$ cat src/rtl/regfile_dump_pkg.sv
// Shared types and defaults for the register-file dump engine.
package regfile_dump_pkg;

  localparam int unsigned NREGS_DEF = 32;
  localparam int unsigned DW_DEF    = 64;
  localparam int unsigned ZERO_REG  = 31;

  typedef enum logic [1:0] {
    IDLE = 2'd0,
    READ = 2'd1,
    SEND = 2'd2,
    DONE = 2'd3
  } dump_state_t;

endpackage

$ cat src/rtl/regfile_dumper.sv
// Walks every register through one regfile read port and streams
// {index, value} beats out over a valid/ready handshake.
module regfile_dumper
  import regfile_dump_pkg::*;
#(
  parameter int unsigned NREGS = NREGS_DEF,
  parameter int unsigned DW    = DW_DEF,
  parameter int unsigned AW    = $clog2(NREGS)
) (
  input  logic          clk,
  input  logic          reset,
  input  logic          start,
  output logic          busy,
  output logic          done,
  output logic [AW-1:0] ra,
  input  logic [DW-1:0] rd,
  output logic          out_valid,
  input  logic          out_ready,
  output logic [AW-1:0] out_idx,
  output logic [DW-1:0] out_data
);

  localparam logic [AW-1:0] LAST_IDX = AW'(NREGS - 1);

  dump_state_t   state, state_nx;
  logic [AW-1:0] idx, idx_nx;
  logic          out_valid_nx;
  logic [AW-1:0] out_idx_nx;
  logic [DW-1:0] out_data_nx;

  // Next-state and holding-register update
  always_comb begin
    state_nx     = state;
    idx_nx       = idx;
    out_valid_nx = out_valid;
    out_idx_nx   = out_idx;
    out_data_nx  = out_data;
    case (state)
      IDLE: begin
        if (start) begin
          state_nx = READ;
          idx_nx   = '0;
        end
      end
      READ: begin
        out_data_nx  = rd;
        out_idx_nx   = idx;
        out_valid_nx = 1'b1;
        state_nx     = SEND;
      end
      SEND: begin
        if (out_ready) begin
          out_valid_nx = 1'b0;
          if (idx == LAST_IDX) begin
            state_nx = DONE;
          end else begin
            idx_nx   = idx + AW'(1);
            state_nx = READ;
          end
        end
      end
      DONE: begin
        state_nx = IDLE;
      end
      default: begin
        state_nx = IDLE;
      end
    endcase
  end

  // ra leads into READ so the combinational regfile port settles within that cycle
  always_ff @(posedge clk) begin
    if (!reset) begin
      state     <= IDLE;
      idx       <= '0;
      busy      <= 1'b0;
      done      <= 1'b0;
      ra        <= '0;
      out_valid <= 1'b0;
      out_idx   <= '0;
      out_data  <= '0;
    end else begin
      state     <= state_nx;
      idx       <= idx_nx;
      busy      <= (state_nx != IDLE);
      done      <= (state_nx == DONE);
      ra        <= (state_nx == READ) ? idx_nx : '0;
      out_valid <= out_valid_nx;
      out_idx   <= out_idx_nx;
      out_data  <= out_data_nx;
    end
  end

endmodule

$ cat config.mk
export PLATFORM = sky130hd
export DESIGN_NAME = regfile_dumper
export DESIGN_NICKNAME = d
export VERILOG_FILES = /design/src/rtl/regfile_dump_pkg.sv /design/src/rtl/regfile_dumper.sv
export SDC_FILE = /design/constraint.sdc
export NUM_CORES = 1
export LEC_CHECK = 0
export ABC_AREA = 0
export CAP_MARGIN = 25
export CORE_MARGIN = 5
export CORE_UTILIZATION = 35
export CTS_CLUSTER_SIZE = 12
export DETAILED_ROUTE_END_ITERATION = 16
export HOLD_SLACK_MARGIN = 0.15
export PLACE_DENSITY = 0.71
export SLEW_MARGIN = 10
export SYNTH_ARGS = -nofsm -noshare
export SYNTH_HDL_FRONTEND = slang
export SYNTH_SLANG_ARGS = --single-unit
export TNS_END_PERCENT = 5
$ cat constraint.sdc
create_clock -name clk -period 1.8 [get_ports clk]
set_input_delay 0.36 -clock clk [delete_from_list [all_inputs] [get_ports clk]]
set_output_delay 0.36 -clock clk [all_outputs]
set_load 0.03 [all_outputs]
# Word level (Yosys, flattened, before mapping)
# Cells that the tools add are included.
dict set report op_classes {
  addsub 1
  multipliers 0
  n_div 0
  magnitude_cmp 0
  n_eq_ne 7
  shifts 0
  mux 10
  n_bitwise 0
  reduce_logical 5
}
# cell count
set op_table {}
lappend op_table {{5-bit 2-to-1 mux} 3}
lappend op_table {{5-bit case mux with 2 select lines} 1}
lappend op_table {{2-bit case mux with 4 select lines} 1}
lappend op_table {{2-bit == test (second input constant)} 3}
lappend op_table {{2-bit 2-to-1 mux} 3}
lappend op_table {{5-bit by 1-bit adder with 5-bit output (second input constant)} 1}
lappend op_table {{5-bit == test (second input constant)} 1}
lappend op_table {{2-bit by 1-bit == test with 1-bit output (second input constant)} 2}
lappend op_table {{2-bit AND reduction} 2}
lappend op_table {{2-bit nonzero test} 2}
lappend op_table {{2-bit zero test} 1}
lappend op_table {{2-bit != test (second input constant)} 1}
lappend op_table {{1-bit case mux with 2 select lines} 1}
lappend op_table {{1-bit 2-to-1 mux} 1}
dict set report totals {
  ff_bits 84
  latch_bits 0
  ram_bits 0
  romBits 0
  word_cells 31
  memories 0
}

# Depth between registers and ports, before layout
# Gate-level depths: netlist of the first run.
dict set report logic_depth {
  depth_word 6
  depth_mapped 6
}

# Worst setup path after synthesis of the first run
# Ideal clock, no wire load.
dict set report synth_timing {
  path_type {reg-to-reg}
  start {reg idx[0]}
  end {reg ra[2]}
  t_arrival_ns 1.132
  required_time_ns 1.668
  setup_slack_ns 0.536
  path_stages_with_launch 5
  cell_sequence {dfxtp_1 ha_1 and4_1 nor4_1 nor4_1}
}
dict set report synth_between {
  elab_chain_cells 6
  elab_cells_between_ends 10
  classes_between {1 x add/sub; 2 x eq/ne; 6 x mux; 1 x reduce/logical}
}
# item line
set synth_rtl {}
lappend synth_rtl {{start, declared} regfile_dumper.sv:26} ;# logic [AW-1:0] idx, idx_nx;
lappend synth_rtl {{start signal, assigned} regfile_dumper.sv:84} ;# idx <= idx_nx;
lappend synth_rtl {{5-bit == test} regfile_dumper.sv:54} ;# if (idx == LAST_IDX) begin
lappend synth_rtl {{2-bit 2-to-1 mux} regfile_dumper.sv:54}
lappend synth_rtl {{2-bit 2-to-1 mux} regfile_dumper.sv:52} ;# if (out_ready) begin
lappend synth_rtl {{2-bit case mux with 4 select lines} regfile_dumper.sv:38} ;# case (state)
lappend synth_rtl {{2-bit by 1-bit == test with 1-bit output} regfile_dumper.sv:87} ;# ra <= (state_nx == READ) ? idx_nx : '0;
lappend synth_rtl {{2-bit AND reduction (no source line)} -}
lappend synth_rtl {{end signal, assigned} regfile_dumper.sv:87}
lappend synth_rtl {{end, declared} regfile_dumper.sv:15} ;# output logic [AW-1:0] ra,
# Parallel ways exist; a longest one is shown, timed or not.
# A chain may end at the register's enable or synchronous reset.

# Final worst setup path of the first run
dict set report layout_timing {
  start {reg out_data[6]}
  end {out out_data[6]}
}
# item line
set layout_rtl {}
lappend layout_rtl {{start, declared} regfile_dumper.sv:20} ;# output logic [DW-1:0] out_data
lappend layout_rtl {{start signal, assigned} regfile_dumper.sv:90} ;# out_data <= out_data_nx;
# No word-level cell between the ends.

==> run summary, run 1 <==
====================================================================================
Result of the run                                                       finished, final reports clean
Wire length of the first global-routing pass                                13400 um
Largest fanout on the critical path                                                2
Pins over their slew limit                                                         0
Leakage dissipation                                                       0.00170 uW
Number of register bits inferred by synthesis                                     84
CP required                                                                  1440 ps
Number of hold violations in the final report                                      0
Worst hold slack across all endpoints                                         454 ps
Arrival @ worst endpoint                                                     1370 ps
TritonCTS clock tree                                                             yes
Initial antenna violation count                                                    0
Area added between synthesis and finish                                        61.7%
Cell taking the most area after synthesis                               sky130_fd_sc_hd__dfxtp_1
Gpl congestion                                                                 0.804
Sum Neg Setup Slack                                                             0 ps
Hold_buf cts                                                                       0
Worst supply voltage drop on vdd                                            0.424 mV
Count of vias placed by the detailed router                                     2939
Post-Synthesis Net Count                                                         437
Total Die Area                                                             10400 um2
Power Internal                                                               3410 uW
Chip width                                                                    102 um
Met2 track demand over resource                                                26.2%
Area of the mapped netlist                                                  2980 um2
Critical setup path kind                                                     reg2out
Overall die height                                                            102 um
# rows                                                                            33
Master cell of the clock root buffer                                    sky130_fd_sc_hd__clkbuf_8
Vias/cell                                                                       4.79
Pin count of the biggest net entering global routing                              49
Synth warn                                                                         0
Fmax                                                                         578 MHz
Clock transition at the registers of the reported paths                        80 ps
TritonRoute pass-1 iters                                                           4
Leading cell types by count after synthesis                             141 x sky130_fd_sc_hd__nand2_1, 84 x sky130_fd_sc_hd__dfxtp_1, 75 x sky130_fd_sc_hd__a21oi_1, 14 x sky130_fd_sc_hd__clkbuf_1, 12 x sky130_fd_sc_hd__buf_2
Half-perimeter wire length of the detailed placement result                  6080 um
Met1 routing resource usage after global routing                               19.8%
Overall routed net length                                                    8550 um
Wire length per cell                                                         13.9 um
GRT Total Usage                                                                16.1%
Power per cell area                                                       934 nW/um2
Tcrit/Tclk final                                                               96.1%
Startpoint types                                                            register
Ordered cell list for the critical path                                 clkdlybuf4s50_1
Dominant cells by area after synthesis                                  sky130_fd_sc_hd__dfxtp_1 57%, sky130_fd_sc_hd__nand2_1 18%, sky130_fd_sc_hd__a21oi_1 13%
Clk sink count                                                                    84
Kind of cell adding the most delay to the critical path                 buffers and inverters
Slowest stage delay, CP                                                       700 ps
Port Buffer Count                                                                144
Effective utilization at floorplan                                             36.0%
Average instance area after synthesis                                       8.09 um2
Critical path buffers and inverters                                                1
Proportion of power drawn by the clock network                                 38.7%
Setup repair after global routing missed its margin                               no
CTS HTree Levels                                                                   3
Proportion of synthesized flip-flops having asynchronous set or reset             0%
Fraction of layout instances using a drive strength above 1                    4.92%
Standard cell core area                                                     8260 um2
Worst Tran Pin Value                                                          416 ps
CP endpoint kind                                                        primary output
Setup clock skew after layout                                                10.4 ps
Detail Route Antenna Nets                                                          0
P_sw                                                                         1090 uW
Layout Cells excl Fill                                                           613
Library cell with the highest instance count after synthesis            sky130_fd_sc_hd__nand2_1
DRT iter0 DRCs                                                                    91
Number of gates given a new drive strength after cts                               0
Number of buffers added by the clock tree synthesis step                           9
Insertion delay to the later sink of the worst-skew pair                      340 ps
Filler instances                                                                 779
Fin crit period                                                              1730 ps
Buffers from clock root to sink, at most                                           2
Setup Fix Bufs, Post-CTS                                                           0
Post-synth top flop                                                     sky130_fd_sc_hd__dfxtp_1
Net Sw Frac                                                                    24.2%
Fraction of post-synthesis cell area in the top cell type by area              56.5%
Total of endpoints with negative setup slack in the final report                   0
Residual DRC                                                                       0
Slew HR                                                                        72.0%
GR peak layer                                                                   met2
Fraction of met3 tracks used by global routing                                 4.78%
Total instance count after detailed placement                                    597
Register area share after synthesis                                            56.5%
Final Total Pwr                                                              4490 uW
Ant diodes                                                                         0
Worst setup slack before clock tree synthesis                                 126 ps
Count of different cell masters after synthesis                                   32
I/O Pins                                                                         145
Total of max-cap violations                                                        0
Via count of the first global-routing pass                                      2852
Beginning of the critical path                                           out_data[6]
Final-stage net count                                                            572
Share of total power in combinational logic                                    16.9%
Gr ovfl total                                                                      0
Hold wc startpoint                                                       out_data[1]
Worst hold-check path type                                                   reg2reg
Number of flops mapped to enable cells by yosys                                    0
Crit Reg-Reg Startpoint                                                       idx[1]
Sequential cell fraction of total power                                        44.4%
Post-Synthesis Cells                                                             368
CP max-delay cell                                                       sky130_fd_sc_hd__clkdlybuf4s50_1
Setup ws final                                                               70.8 ps
====================================================================================
[kinds of logic after synthesis]
| group | count (synthesis) | synth area share, % |
|---|---|---|
| AND/OR/NAND/NOR | 166 | 23.0 |
| AO/OA/AOI/OAI | 86 | 15.4 |
| flip-flops | 84 | 56.5 |
| buffers and inverters | 30 | 4.42 |
| XOR/XNOR | 1 | 0.294 |
| adder cells (fa/ha/maj) | 1 | 0.420 |
[state kept, by name (all words and copies together), names as in the netlist]
name	cells
out_idx	5
ra	5
state	2
idx	5
out_valid	1
done	1
out_data	64
busy	1
[routing by layer]
metal / wire length [um] / share of wire [%]
met1: 3670 / 43
met3: 673 / 7.9
met2: 4060 / 47
met5: 0 / 0
met4: 152 / 1.8
[worst reg2reg max path, cell delays in order, from the launching register on]
cell                      delay, ps
sky130_fd_sc_hd__dfxtp_1        420
sky130_fd_sc_hd__ha_1           290
sky130_fd_sc_hd__and4_1         320
sky130_fd_sc_hd__nor4_1         100
sky130_fd_sc_hd__nor4_1         280
[cells in the final DEF, fill, tap and decap left out, types with 2 or more instances in the layout]
cell type                         count
sky130_fd_sc_hd__a21oi_1             75
sky130_fd_sc_hd__buf_12               5
sky130_fd_sc_hd__buf_4                2
sky130_fd_sc_hd__bufinv_16            4
sky130_fd_sc_hd__clkbuf_1             2
sky130_fd_sc_hd__clkbuf_8            10
sky130_fd_sc_hd__clkdlybuf4s50_1    144
sky130_fd_sc_hd__dfxtp_1             84
sky130_fd_sc_hd__inv_1                2
sky130_fd_sc_hd__nand2_1            141
sky130_fd_sc_hd__nand3_1              3
sky130_fd_sc_hd__nand4_1              2
sky130_fd_sc_hd__nor2_1               5
sky130_fd_sc_hd__nor3_1               3
sky130_fd_sc_hd__nor4_1               2
sky130_fd_sc_hd__o21ai_0              3
sky130_fd_sc_hd__or3b_1               2
[final timing paths]
kind | end | slack (ps) | depth (start not counted)
worst max-delay path | out_data[6] | 70 | 1
worst min register to register | out_data[1] | 450 | 2
worst min-delay path | out_data[1] | 450 | 2
worst max register to register | ra[2] | 300 | 4
[cell type report]
type	instances	area [um2]	share of cell area, %
inverters	3	11.3	0.234
flip-flops and latches	84	1680	34.9
well taps	105	131	2.73
clock inverters	4	120	2.50
multi-input cells	254	1170	24.2
repair buffers	151	1560	32.3
clock buffers	12	145	3.02
[stage by stage]
step / cell area, um2 / util [%]
floorplan: 2980 / -
global placement: 4550 / 55.1
detailed placement: 4550 / 55.1
CTS: 4810 / 58.3
global route: 4810 / 58.3
finish: 4810 / 58.3
[power groups by stage]
stage | Sequential, uW | Combinational (uW) | Clock, uW
2_1_floorplan | 2200 | 215 | 0
3_3_place_gp | 2030 | 758 | 0
3_5_place_dp | 2040 | 765 | 0
4_1_cts | 2000 | 768 | 1780
5_1_grt | 2010 | 813 | 1860
6_report | 1990 | 759 | 1740
(Power assumes the default switching activity.)
==> run 2: changes to the inputs <==
--- a/config.mk
+++ b/config.mk
@@ -7,10 +7,10 @@
 export LEC_CHECK = 0
 export ABC_AREA = 0
 export CAP_MARGIN = 25
-export CORE_MARGIN = 5
 export CORE_UTILIZATION = 35
 export CTS_CLUSTER_SIZE = 12
 export DETAILED_ROUTE_END_ITERATION = 16
+export GPL_ROUTABILITY_DRIVEN = 1
 export HOLD_SLACK_MARGIN = 0.15
 export PLACE_DENSITY = 0.71
 export SLEW_MARGIN = 10
==> run summary, run 2 (synthesized netlist as in run 1, its figures left out) <==
==================================================================================
Result of the run                                                     finished, final reports clean
Fin crit period                                                            1750 ps   +19.4 ps
Wire length per cell                                                       12.8 um   -8.5%
Total Die Area                                                            8870 um2   -15%
Worst Tran Pin Value                                                        428 ps   +12.2 ps
Half-perimeter wire length of the detailed placement result                5440 um   -11%
Most frequent cells in the layout                                     144 x sky130_fd_sc_hd__clkdlybuf4s50_1, 141 x sky130_fd_sc_hd__nand2_1, 84 x sky130_fd_sc_hd__dfxtp_1
Slew HR                                                                      71.5%   -0.56 points
Count of vias placed by the detailed router                                   2898   -1.4%
Chip width                                                                 94.2 um   -7.8%
Hold_buf cts                                                                     0   unchanged
Effective utilization at floorplan                                           36.2%   +0.18 points
Largest Register                                                          out_data
CP required                                                                1440 ps   about the same
Ant diodes                                                                       0   unchanged
Area used by multi-input combinational logic                              1170 um2   unchanged
Residual DRC                                                                     0   unchanged
Gpl congestion                                                               0.828   +3.1%
Fmax                                                                       572 MHz   -1.1%
Slowest stage delay, CP                                                     700 ps   about the same
Fin util                                                                     57.6%   -0.65 points
Master cell of the clock root buffer                                  sky130_fd_sc_hd__clkbuf_8
Worst supply voltage drop on vdd                                          0.582 mV   +37%
Arrival @ worst endpoint                                                   1390 ps   +20 ps
Setup clock skew after layout                                              3.77 ps   -6.67 ps
Flip-flop count of the largest register, all copies and words added             64   unchanged
CP endpoint kind                                                      primary output
Pins over their slew limit                                                       0   unchanged
Number of buffers added by the clock tree synthesis step                         9   unchanged
Largest fanout on the critical path                                              2   unchanged
Critical path buffers and inverters                                              1   unchanged
Via count of the first global-routing pass                                    2582   -9.5%
Overall routed net length                                                  7820 um   -8.6%
Vias/cell                                                                     4.74   -1.2%
Leakage dissipation                                                     0.00166 uW   -2.1%
Hold wc startpoint                                                     out_data[4]
Buffers from clock root to sink, at most                                         2   unchanged
Layout Cells excl Fill                                                         612   -0.16%
Initial antenna violation count                                                  0   unchanged
Total instance count after detailed placement                                  596   -0.17%
TritonRoute pass-1 iters                                                         5   +1
Detail Route Antenna Nets                                                        0   unchanged
# rows                                                                          33   unchanged
Final-stage net count                                                          571   -0.17%
Crit Reg-Reg Startpoint                                                     idx[0]
Clk sink count                                                                  84   unchanged
Number of gates given a new drive strength after cts                             0   unchanged
Ordered cell list for the critical path                               clkdlybuf4s50_1
Power per cell area                                                     877 nW/um2   -6.1%
TritonCTS clock tree                                                           yes
Total of max-cap violations                                                      0   unchanged
Startpoint types                                                          register
Commonest non-fill, non-tap cell in the layout                        sky130_fd_sc_hd__clkdlybuf4s50_1
GRT Total Usage                                                              17.1%   +1.0 points
DRT iter0 DRCs                                                                  88   -3.3%
Tcrit/Tclk final                                                             97.1%   +1.1 points
Worst hold-check path type                                                 reg2reg
Beginning of the critical path                                          out_idx[4]
Area added between synthesis and finish                                      59.1%
Kind of cell adding the most delay to the critical path               buffers and inverters
CTS HTree Levels                                                                 3   unchanged
CP max-delay cell                                                     sky130_fd_sc_hd__clkdlybuf4s50_1
Pin count of the biggest net entering global routing                            50   +2.0%
Filler instances                                                               743   -4.6%
Wire length of the first global-routing pass                              11900 um   -11%
Total of endpoints with negative setup slack in the final report                 0   unchanged
Sum Neg Setup Slack                                                           0 ps   unchanged
Port Buffer Count                                                              144   unchanged
Fraction of layout instances using a drive strength above 1                  5.13%   +0.21 points
Clock transition at the registers of the reported paths                      80 ps   about the same
Number of hold violations in the final report                                    0   unchanged
Insertion delay to the later sink of the worst-skew pair                    340 ps   about the same
I/O Pins                                                                       145   unchanged
Area used by sequential logic in the layout                               1680 um2   unchanged
Critical setup path kind                                                   reg2out
Setup repair after global routing missed its margin                             no
Standard cell core area                                                   8220 um2   -0.50%
Setup Fix Bufs, Post-CTS                                                         0   unchanged
Overall die height                                                         94.2 um   -7.8%
Gr ovfl total                                                                    0   unchanged
==================================================================================
run 2: cell type report:
type,instances,area share (%)
Timing Repair Buffer,150,32.2
Clock inverter,4,1.16
Inverter,3,0.238
Clock buffer,12,3.49
Multi-Input combinational cell,254,24.6
Tap cell,105,2.77
Sequential cell,84,35.5
run 2: worst paths after layout:
| check | endpoint | slack, ps | depth (start not counted) |
|---|---|---|---|
| setup / recovery | out_idx[4] | 50 | 1 |
| hold / removal | out_data[4] | 450 | 2 |
| setup reg to reg | ra[2] | 310 | 4 |
| hold reg to reg | out_data[4] | 450 | 2 |
run 2: stage by stage:
stage | setup WS [ps] | hold WS (ps) | total power (uW) | area (um2)
detailed placement | 117 | 446 | 2780 | 4510
global placement | 162 | 441 | 2770 | 4510
CTS | 30.8 | 458 | 4210 | 4730
finish | 51.4 | 454 | 4150 | 4730
floorplan | 536 | 453 | 2410 | 2980
global route | 4.11 | 478 | 4340 | 4730
run 2: per-layer routing:
metal  wire length, um  GRT usage [%]
met5                 0              0
met4                35           4.23
met3               426           4.53
met2              3960           30.3
met1              3390           20.2
run 2: power breakdown:
part           total, uW  leakage [uW]  switching, uW  internal (uW)
registers           1990      0.000684           49.0           1940
logic                742      0.000867            392            349
clock network       1420      0.000109            654            763
run 2: worst register-to-register path: stages, from the launching register on:
cell and delay, ps:
sky130_fd_sc_hd__dfxtp_1 440, sky130_fd_sc_hd__ha_1 300, sky130_fd_sc_hd__and4_1 310, sky130_fd_sc_hd__nor4_1 80, sky130_fd_sc_hd__nor4_1 260
